## src/rtl/tea_pkg.sv

```systemverilog
// tea_pkg
//   Shared definitions for the TEA scheduler and its round datapath:
//   the TEA key-schedule constant, the scheduler state encoding and the
//   per-half mixing function used by both encrypt and decrypt rounds.
package tea_pkg;

  localparam logic [31:0] DELTA = 32'h9E3779B9;

  typedef enum logic [1:0] {
    IDLE = 2'd0,
    RUN  = 2'd1,
    DONE = 2'd2
  } state_e;

  // ((v << 4) + ka) ^ (v + s) ^ ((v >> 5) + kb), all modulo 2^32,
  // logical shifts.
  function automatic logic [31:0] tea_f(
    input logic [31:0] v,
    input logic [31:0] ka,
    input logic [31:0] kb,
    input logic [31:0] s
  );
    return ((v << 4) + ka) ^ (v + s) ^ ((v >> 5) + kb);
  endfunction

endpackage

```

## src/rtl/tea_round.sv

```systemverilog
// tea_round
//   One full TEA cycle (both halves), purely combinational. It carries no
//   state, so an unrolled core can chain several copies of it.
//
// Ports
//   v0_i, v1_i   : current block halves
//   k0_i..k3_i   : key words
//   sum_i        : current sum register value (before this round)
//   decrypt_i    : 1 = inverse round, 0 = forward round
//   v0_o, v1_o   : block halves after this round
module tea_round
  import tea_pkg::*;
(
  input  logic [31:0] v0_i,
  input  logic [31:0] v1_i,
  input  logic [31:0] k0_i,
  input  logic [31:0] k1_i,
  input  logic [31:0] k2_i,
  input  logic [31:0] k3_i,
  input  logic [31:0] sum_i,
  input  logic        decrypt_i,
  output logic [31:0] v0_o,
  output logic [31:0] v1_o
);

  logic [31:0] s_enc;
  logic [31:0] v0_enc;
  logic [31:0] v1_enc;
  logic [31:0] v0_dec;
  logic [31:0] v1_dec;

  // Encrypt advances the sum before mixing; decrypt mixes with the sum as
  // it stands and the caller steps it back afterwards.
  assign s_enc  = sum_i + DELTA;
  assign v0_enc = v0_i + tea_f(v1_i, k0_i, k1_i, s_enc);
  assign v1_enc = v1_i + tea_f(v0_enc, k2_i, k3_i, s_enc);

  // Decrypt undoes the halves in reverse order: v1 first, then v0 using
  // the recovered v1.
  assign v1_dec = v1_i - tea_f(v0_i, k2_i, k3_i, sum_i);
  assign v0_dec = v0_i - tea_f(v1_dec, k0_i, k1_i, sum_i);

  assign v0_o = decrypt_i ? v0_dec : v0_enc;
  assign v1_o = decrypt_i ? v1_dec : v1_enc;

endmodule

```

## src/rtl/tea_scheduler.sv

```systemverilog
// tea_scheduler
//   Round-robin front end that shares a single iterative TEA engine among
//   NUM_REQ requesters. One request is latched, ROUNDS TEA cycles run at one
//   per clock through tea_round, and the result is returned with the owning
//   requester's index on a single valid/ready response channel.
//
//   state | meaning
//   ------+-------------------------------------------------------------
//   IDLE  | arbiter live, req_ready offered to the round-robin winner
//   RUN   | one TEA cycle per clock, round counter advancing
//   DONE  | response held on resp_* until resp_ready
//
// Ports
//   clk, reset_n          : clock, synchronous active-low reset
//   req_valid/req_ready   : per-requester handshake, req_ready one-hot or 0
//   req_block             : 64 bits per requester, v0 in [63:32], v1 in [31:0]
//   req_key               : 128 bits per requester, k0 in [127:96] .. k3 in [31:0]
//   req_decrypt           : per-requester mode, 1 = decrypt
//   resp_valid/resp_ready : response handshake
//   resp_block, resp_id   : result and the index of the requester it belongs to
//   busy                  : high while a block is in RUN or DONE
module tea_scheduler
  import tea_pkg::*;
#(
  parameter  int NUM_REQ = 2,
  parameter  int ROUNDS  = 32,
  localparam int ID_W    = $clog2(NUM_REQ)
) (
  input  logic                   clk,
  input  logic                   reset_n,
  input  logic [NUM_REQ-1:0]     req_valid,
  output logic [NUM_REQ-1:0]     req_ready,
  input  logic [64*NUM_REQ-1:0]  req_block,
  input  logic [128*NUM_REQ-1:0] req_key,
  input  logic [NUM_REQ-1:0]     req_decrypt,
  output logic                   resp_valid,
  input  logic                   resp_ready,
  output logic [63:0]            resp_block,
  output logic [ID_W-1:0]        resp_id,
  output logic                   busy
);

  // Starting sum for decrypt is where encrypt leaves it after ROUNDS steps.
  localparam logic [31:0] SUM_DEC  = 32'(DELTA * 32'(ROUNDS));
  localparam logic [6:0]  LAST_CNT = 7'(ROUNDS - 1);

  state_e           state_q, state_d;
  logic [ID_W-1:0]  rr_ptr_q, rr_ptr_d;
  logic [ID_W-1:0]  id_q, id_d;
  logic [6:0]       cnt_q, cnt_d;
  logic [31:0]      sum_q, sum_d;
  logic [31:0]      v0_q, v0_d;
  logic [31:0]      v1_q, v1_d;
  logic [127:0]     key_q, key_d;
  logic             dec_q, dec_d;
  logic [63:0]      resp_block_q, resp_block_d;
  logic [ID_W-1:0]  resp_id_q, resp_id_d;

  logic [NUM_REQ-1:0] rot_valid;
  logic [ID_W:0]      first_k;
  logic [ID_W:0]      grant_sum;
  logic [ID_W:0]      ptr_sum;
  logic [ID_W-1:0]    grant_idx;
  logic               grant_any;
  logic               accept;
  logic               last_round;
  logic               resp_fire;

  logic [63:0]  sel_block;
  logic [127:0] sel_key;
  logic         sel_dec;

  logic [31:0] rnd_v0;
  logic [31:0] rnd_v1;

  // ---------------------------------------------------------------------
  // Round-robin arbiter: rotate req_valid so rr_ptr sits at bit 0, take
  // the lowest set bit, then rotate the offset back to an absolute index.
  // ---------------------------------------------------------------------
  always_comb begin
    rot_valid = NUM_REQ'({req_valid, req_valid} >> rr_ptr_q);
    first_k   = '0;
    for (int k = NUM_REQ - 1; k >= 0; k--) begin
      if (rot_valid[k]) first_k = (ID_W+1)'(k);
    end
    grant_sum = {1'b0, rr_ptr_q} + first_k;
    if (grant_sum >= (ID_W+1)'(NUM_REQ)) begin
      grant_sum = grant_sum - (ID_W+1)'(NUM_REQ);
    end
    grant_idx = grant_sum[ID_W-1:0];
    grant_any = |req_valid;
  end

  always_comb begin
    sel_block = '0;
    sel_key   = '0;
    sel_dec   = 1'b0;
    for (int i = 0; i < NUM_REQ; i++) begin
      if (grant_idx == ID_W'(i)) begin
        sel_block = req_block[64*i +: 64];
        sel_key   = req_key[128*i +: 128];
        sel_dec   = req_decrypt[i];
      end
    end
  end

  // Whenever any request is pending in IDLE, the winner's valid is high by
  // construction, so the handshake reduces to this.
  assign accept     = (state_q == IDLE) && grant_any;
  assign last_round = (state_q == RUN) && (cnt_q == LAST_CNT);
  assign resp_fire  = (state_q == DONE) && resp_ready;

  // ---------------------------------------------------------------------
  // FSM: state register / next state / outputs
  // ---------------------------------------------------------------------
  always_ff @(posedge clk) begin
    if (!reset_n) begin
      state_q <= IDLE;
    end else begin
      state_q <= state_d;
    end
  end

  always_comb begin
    state_d = state_q;
    case (state_q)
      IDLE:    if (accept)     state_d = RUN;
      RUN:     if (last_round) state_d = DONE;
      DONE:    if (resp_ready) state_d = IDLE;
      default:                 state_d = IDLE;
    endcase
  end

  always_comb begin
    req_ready = '0;
    for (int i = 0; i < NUM_REQ; i++) begin
      req_ready[i] = (state_q == IDLE) && grant_any && (grant_idx == ID_W'(i));
    end
    resp_valid = (state_q == DONE);
    busy       = (state_q != IDLE);
    resp_block = resp_block_q;
    resp_id    = resp_id_q;
  end

  // ---------------------------------------------------------------------
  // Round datapath
  // ---------------------------------------------------------------------
  tea_round u_round (
    .v0_i      (v0_q),
    .v1_i      (v1_q),
    .k0_i      (key_q[127:96]),
    .k1_i      (key_q[95:64]),
    .k2_i      (key_q[63:32]),
    .k3_i      (key_q[31:0]),
    .sum_i     (sum_q),
    .decrypt_i (dec_q),
    .v0_o      (rnd_v0),
    .v1_o      (rnd_v1)
  );

  always_comb begin
    v0_d         = v0_q;
    v1_d         = v1_q;
    key_d        = key_q;
    dec_d        = dec_q;
    id_d         = id_q;
    cnt_d        = cnt_q;
    sum_d        = sum_q;
    resp_block_d = resp_block_q;
    resp_id_d    = resp_id_q;
    rr_ptr_d     = rr_ptr_q;
    ptr_sum      = '0;

    if (accept) begin
      v0_d  = sel_block[63:32];
      v1_d  = sel_block[31:0];
      key_d = sel_key;
      dec_d = sel_dec;
      id_d  = grant_idx;
      cnt_d = '0;
      sum_d = sel_dec ? SUM_DEC : 32'd0;
    end else if (state_q == RUN) begin
      v0_d  = rnd_v0;
      v1_d  = rnd_v1;
      cnt_d = cnt_q + 7'd1;
      // Same sum sequence the round used internally (encrypt) or the next
      // one it will need (decrypt).
      sum_d = dec_q ? (sum_q - DELTA) : (sum_q + DELTA);
      if (last_round) begin
        resp_block_d = {rnd_v0, rnd_v1};
        resp_id_d    = id_q;
      end
    end

    // Pointer moves only when the response is taken, so a stalled
    // response never lets the arbiter rotate.
    if (resp_fire) begin
      ptr_sum = {1'b0, id_q} + (ID_W+1)'(1);
      if (ptr_sum == (ID_W+1)'(NUM_REQ)) ptr_sum = '0;
      rr_ptr_d = ptr_sum[ID_W-1:0];
    end
  end

  always_ff @(posedge clk) begin
    if (!reset_n) begin
      v0_q         <= '0;
      v1_q         <= '0;
      key_q        <= '0;
      dec_q        <= 1'b0;
      id_q         <= '0;
      cnt_q        <= '0;
      sum_q        <= '0;
      resp_block_q <= '0;
      resp_id_q    <= '0;
      rr_ptr_q     <= '0;
    end else begin
      v0_q         <= v0_d;
      v1_q         <= v1_d;
      key_q        <= key_d;
      dec_q        <= dec_d;
      id_q         <= id_d;
      cnt_q        <= cnt_d;
      sum_q        <= sum_d;
      resp_block_q <= resp_block_d;
      resp_id_q    <= resp_id_d;
      rr_ptr_q     <= rr_ptr_d;
    end
  end

endmodule

```

## config.mk

```make
export PLATFORM = sky130hd
export DESIGN_NAME = tea_scheduler
export DESIGN_NICKNAME = d
export VERILOG_FILES = /design/src/rtl/tea_pkg.sv /design/src/rtl/tea_round.sv /design/src/rtl/tea_scheduler.sv
export SDC_FILE = /design/constraint.sdc
export NUM_CORES = 2
export LEC_CHECK = 0
export ABC_AREA = 1
export CORE_MARGIN = 2
export CORE_UTILIZATION = 45
export DETAILED_ROUTE_END_ITERATION = 10
export GPL_TIMING_DRIVEN = 1
export PLACE_DENSITY = 0.68
export SLEW_MARGIN = 40
export SYNTH_ARGS = -nofsm -noshare
export SYNTH_HDL_FRONTEND = slang
export SYNTH_SLANG_ARGS = --single-unit
```

## constraint.sdc

```tcl
create_clock -name clk -period 18.2 [get_ports clk]
set_input_delay 2.73 -clock clk [delete_from_list [all_inputs] [get_ports clk]]
set_output_delay 2.73 -clock clk [all_outputs]
set_load 0.05 [all_outputs]
```

=== Yosys cells after proc, flatten, opt, wreduce, memory -nomap -nowiden ===
Cells that the tools add are included.
Widths: inputs -> output; s select.

* Register bits: 301
* Input port bits: 391
* Output and inout bits: 69
* Word-level logic and storage cells: 86

* $add $sub $neg: 22
* Order comparisons: 1
* Eq/ne operators: 7
* Shifts and indexed selects: 1
* Mux-type cells: 21
* Bitwise gates (word level): 11
* Reductions and logical operators: 12

{| class="wikitable"
|+ Operators by type and width
! kind !! number
|-
| $add 32x32->32 || 10
|-
| $mux 32 || 10
|-
| $xor 32x32->32 || 8
|-
| $add 27x32->32 || 4
|-
| $mux 128 || 1
|-
| $mux 64 || 1
|-
| $sub 32x32->32 || 2
|-
| $add 32x32->32 const B || 1
|-
| $sub 32x32->32 const B || 1
|-
| $add 7x1->7 const B || 1
|-
| $eq 7x5->1 const B || 1
|-
| $mux 2 || 3
|-
| $pmux 2 s3 || 1
|-
| $reduce_and 3->1 || 2
|-
| $logic_and 1x1->1 || 5
|-
| $mux 1 || 5
|-
| $eq 2x2->1 const B || 2
|-
| $ne 2x2->1 const B || 2
|-
| $reduce_bool 2->1 || 2
|-
| $reduce_or 2->1 || 2
|-
| $shr 4x1->2 || 1
|-
| $not 1->1 || 3
|-
| $add 1x1->2 || 1
|-
| $add 1x1->2 const B || 1
|-
| 5 further kinds || 5
|}

=== Depth between registers and ports, before layout ===
* Depth after elaboration: 12
* Gate-level depth with buffers: 65

=== Hierarchy ===
A second synthesis with hierarchy kept.

* Cell total of the unflattened synthesis: 6,674
* Area total of the unflattened synthesis: 42,708.5 µm²

{| class="wikitable"
|+ Modules (own cells, without submodules)
! module !! instances !! cells an instance !! area an instance (µm²)
|-
| tea_round || 1 || 4,397 || 27,715.3
|-
| tea_scheduler || 1 || 2,277 || 14,993.1
|}

=== Worst setup path before layout ===
OpenSTA, ideal clock, no wires.

* Kind: flip-flop to flip-flop
* Start point: register sum_q[1]
* End point: register resp_block_q[31], in the netlist resp_block[31]
* Setup time: 0.113 ns
* Arrival time: 7.601 ns
* Slack: 10.486 ns
* Stages on the path, launching flop included: 62
* Buffers on the path: 0
* Clock period less this slack: 7.714 ns
* Cells stage by stage: dfxtp_1 > ha_1 > nand2_1 > nand2_2 > a21oi_4 > nand2_2 > nand2_2 > nor2_2 > inv_2 > nand2_1 > inv_1 > ha_1 > nand2_1 > inv_1 > nand3_1 > a21oi_1 > nor2_1 > o21bai_2 > [... 26 more ...] > inv_1 > ha_1 > inv_1 > nor3_1 > nand2_1 > inv_1 > a221oi_1 > nand2_1 > nand2_1 > nand2_1 > nand3_1 > nand2_1 > inv_1 > nand3_1 > nand3_1 > nand2_1 > o21ai_1 > inv_1

* Longest elaborated chain between the ends: 10
* Elaborated cells between the ends (all ways): 16
* Classes of those cells: 9 x add/sub; 1 x mux; 6 x bitwise

{| class="wikitable"
|+ RTL lines
! what !! RTL line !! RTL
|-
| start, declared || tea_scheduler.sv:51 || <nowiki>logic [31:0] sum_q, sum_d;</nowiki>
|-
| start signal, assigned || tea_scheduler.sv:223 || <nowiki>sum_q <= sum_d;</nowiki>
|-
| $add 32x32->32 || tea_round.sv:34 || <nowiki>assign s_enc = sum_i + DELTA;</nowiki>
|-
| $add 32x32->32 || tea_pkg.sv:23 || <nowiki>return ((v << 4) + ka) ^ (v + s) ^ ((v >> 5) + kb);</nowiki>
|-
| $xor 32x32->32 (2 in series) || tea_pkg.sv:23 ||
|-
| $add 32x32->32 || tea_round.sv:35 || <nowiki>assign v0_enc = v0_i + tea_f(v1_i, k0_i, k1_i, s_enc);</nowiki>
|-
| $add 32x32->32 || tea_pkg.sv:23 ||
|-
| $xor 32x32->32 (2 in series) || tea_pkg.sv:23 ||
|-
| $add 32x32->32 || tea_round.sv:36 || <nowiki>assign v1_enc = v1_i + tea_f(v0_enc, k2_i, k3_i, s_enc);</nowiki>
|-
| $mux 32 * || tea_round.sv:44 || <nowiki>assign v1_o = decrypt_i ? v1_dec : v1_enc;</nowiki>
|-
| end signal, assigned || tea_scheduler.sv:224 || <nowiki>resp_block_q <= resp_block_d;</nowiki>
|-
| end, declared || tea_scheduler.sv:56 || <nowiki>logic [63:0] resp_block_q, resp_block_d;</nowiki>
|}

Every way passes the cells marked *; elsewhere a longest branch is shown, timed or not.
A chain may end at the register's enable or synchronous reset.

=== Worst setup path in the final report ===
* Start point: register sum_q[9]
* End point: register v1_q[30]

* Longest elaborated chain between the ends: 12
* Elaborated cells between the ends (all ways): 18
* Classes of those cells: 9 x add/sub; 3 x mux; 6 x bitwise

{| class="wikitable"
|+ RTL lines
! what !! RTL line !! RTL
|-
| $add 32x32->32 || tea_round.sv:34 ||
|-
| $add 32x32->32 || tea_pkg.sv:23 ||
|-
| $xor 32x32->32 (2 in series) || tea_pkg.sv:23 ||
|-
| $add 32x32->32 || tea_round.sv:35 ||
|-
| $add 32x32->32 || tea_pkg.sv:23 ||
|-
| $xor 32x32->32 (2 in series) || tea_pkg.sv:23 ||
|-
| $add 32x32->32 || tea_round.sv:36 ||
|-
| $mux 32 * || tea_round.sv:44 ||
|-
| $mux 32 * || tea_scheduler.sv:182 || <nowiki>end else if (state_q == RUN) begin</nowiki>
|-
| $mux 32 * || tea_scheduler.sv:174 || <nowiki>if (accept) begin</nowiki>
|-
| end signal, assigned || tea_scheduler.sv:218 || <nowiki>v1_q <= v1_d;</nowiki>
|-
| end, declared || tea_scheduler.sv:53 || <nowiki>logic [31:0] v1_q, v1_d;</nowiki>
|}

Every way passes the cells marked *; elsewhere a longest branch is shown, timed or not. The select of a mux whose other input is x is not followed.

==> impl_metrics.csv <==
group,metric,value,unit
status,status,"finished, final reports clean",
final_layout,drive_above_1_share,0.05512,
placed_design,hpwl,166900,microns
clock_network,htree_levels,2,
setup_path,critPathCaptureType,"flop",
run,cap_violations,0,
logic_synthesis,synth_cells,6185,
clock_network,cts_resized,0,
logic_synthesis,syn_avg_cell_area,6.543,sq um
floorplan,initial_utilization,0.4558,
grt,grt_pass1_wl,283200,microns
logic_synthesis,synth_top_cells_by_count,"nand2_1 (1514), inv_1 (630), a21oi_1 (583), ha_1 (482), xor2_1 (441)",
sta,period_minus_slack,11090,ps
floorplan,die_h,303.9,microns
drt,drt_iter0_markers,4505,
sta,fin_crit_sh,0.6095,
logic_synthesis,synthSimpleGateAreaFrac,0.2556,
placed_design,place_congestion,1.057,
logic_synthesis,synth_top_family_by_area,"simple AND/OR/NAND/NOR gates",
drt,wire_per_inst,25.64,microns
final_layout,area_delta_synth_final,17.69,%
floorplan,die_w,303.9,microns
clock_network,clock_latency,640,ps
clock_network,cts_hold_buffers,0,
setup_path,slowest_delay,780,ps
placed_design,portBuffers,459,
logic_synthesis,yosysTopAreaCell,"ha_1",
logic_synthesis,synth_async_sr_flop_share,0,
drt,antenna_left,0,
floorplan,dieArea,92350,sq um
setup_path,reg2reg_slack,7110,ps
final_layout,nFillCells,9091,
sta,setup_violations,0,
logic_synthesis,yosysSeqAreaShare,0.1489,
sta,setup_tns,0,ps
clock_network,clkSinkCount,301,
clock_network,cts-root-buf,"clkbuf_16",
drt,num_vias,45610,
grt,grt_use_total,0.4147,
setup_path,cp_max_fo,9,
logic_synthesis,synth_edf_count,0,
sta,rsz0062_at_grt,"false",
final_layout,register_area,6030,sq um
drt,drc,0,
sta,final-hold-violation-count,0,
setup_path,worstSetupStartpointType,"flop",
clock_network,cts_tree,"built",
logic_synthesis,synth.ff_latch_count,301,
grt,grt_max_degree,81,
logic_synthesis,yosys_warnings,0,
floorplan,rows,109,
clock_network,clk_pin_slew,60,ps
clock_network,numCtsBuffers,38,
sta,fmax,90.15,MHz
sta,worst_pin_slew,1004,ps
grt,grt_antenna_before_repair,10,
logic_synthesis,synth.most_common_cell,"nand2_1",
sta,slew_headroom,0.3287,
drt,drt_first_pass_iters,6,
floorplan,io_pins,460,
logic_synthesis,synth_xor_xnor_area_share,0.1482,
clock_network,cts_setup_buffers,0,
setup_path,crit_arrival,11630,ps
floorplan,coreArea,88780,sq um
final_layout,nets,7464,
clock_network,clockBufferDepth,3,
worst_hold_path,hp-class,"reg -> reg",
setup_path,crit_slowest_cell,"dfxtp_1",
drt,drt_wl_total,199300,microns
final_layout,multiInputGateArea,31350,sq um
logic_synthesis,ys.flop_type,"dfxtp_1",
logic_synthesis,synth_compound_area_frac,0.2123,
grt,gr-total-overflow,0,
drt,vias_per_cell,5.868,
logic_synthesis,synth_mux_area_frac,0,
logic_synthesis,synth_area_leaders,"ha_1 (15%), dfxtp_1 (15%), nand2_1 (14%), xor2_1 (9.5%), a21oi_1 (7.2%)",
logic_synthesis,synth_top_area_share,0.1490,
sta,fin_worst_skew,32.08,ps
sta,slew_viol_final,0,
logic_synthesis,syn_nets,7074,
setup_path,crit_required,18740,ps
grt,grt_pass1_vias,42980,
logic_synthesis,yosys.area_share.adder,0.1569,
setup_path,path_class,"reg -> reg",
logic_synthesis,ys_types,76,
logic_synthesis,synth_area,40470,sq um
[worst max-delay path, delay by kind of cell (launching register included)]
family	cells	cell delay, ps
simple gates	20	3630
compound gates	11	2760
xor+xnor	7	2120
fa+ha+maj	4	1440
flops	1	780
buf+inv	4	260
[final cells by class]
cell class | count | area share
inverter | 653 | 0.05170
multi-input combinational | 5068 | 0.6582
timing repair buffer | 513 | 0.1053
clock buffer | 48 | 0.02225
antenna | 4 | 0.0002102
sequential | 301 | 0.1266
tap | 1165 | 0.03060
clock inverter | 21 | 0.005201
[placed cells by master, fill, tap and decap left out, types with 37 or more instances in the layout]
cell type,synthesis,layout
nand3_1,273,273
nor2_1,425,420
buf_4,3,48
clkbuf_16,0,39
inv_1,630,626
a21o_1,38,38
xor2_1,441,440
a21oi_1,583,582
a31oi_1,116,116
nor3_1,58,57
o21ai_0,306,305
dfxtp_1,301,300
o211ai_1,43,43
xnor2_1,236,236
clkdlybuf4s50_1,0,458
nand2_1,1514,1514
o21ai_1,36,37
ha_1,482,482
a221oi_1,85,85
nand2_2,45,45
[logic make-up after synthesis]
family	count (synthesis)
adder cells (fa/ha/maj)	498
AO/OA/AOI/OAI	1427
AND/OR/NAND/NOR	2463
flip-flops	301
XOR/XNOR	680
buffers and inverters	816
[metrics by stage]
step / hold WS, ps / instances / cell area (sq um) / utilization / setup slack (ps)
after floorplan: 423.0 / 6185 / 40470 / - / 10490
after CTS: 472.9 / 7768 / 47600 / 0.5362 / 7531
after detailed placement: 463.0 / 7699 / 46290 / 0.5214 / 7618
after global routing: 496.5 / 7770 / 47620 / 0.5364 / 6743
final: 472.9 / 7773 / 47630 / 0.5365 / 7107
after global placement: 453.2 / 7695 / 46240 / 0.5208 / 7258
[flip-flops by register name (all words and copies together) (netlist names)]
register / cells
dec_q: 1
state_q: 2
v0_q: 32
resp_id: 1
rr_ptr_q: 1
cnt_q: 7
v1_q: 32
sum_q: 32
key_q: 128
id_q: 1
resp_block: 64
[per-layer routing]
metal,vias to the layer above,GRT usage,wire length (microns)
li1,21590,-,-
met3,420,0.09820,21590
met4,4,0.2313,12920
met2,2379,0.6433,84470
met5,-,0,27
met1,21220,0.5279,80270
[worst paths after layout]
kind,endpoint,cells after the start,startpoint
setup / recovery,v1_q[30]$_SDFFE_PN0P_,46,sum_q[9]$_SDFFE_PN0P_
hold / removal,resp_block[32]$_SDFFE_PN0P_,2,resp_block[32]$_SDFFE_PN0P_
setup reg to reg,v1_q[30]$_SDFFE_PN0P_,46,sum_q[9]$_SDFFE_PN0P_
hold reg to reg,resp_block[32]$_SDFFE_PN0P_,2,resp_block[32]$_SDFFE_PN0P_
Power is left out: the tool's default activity adds up to more than one toggle a clock period on the data nets, which glitch-free logic cannot reach.
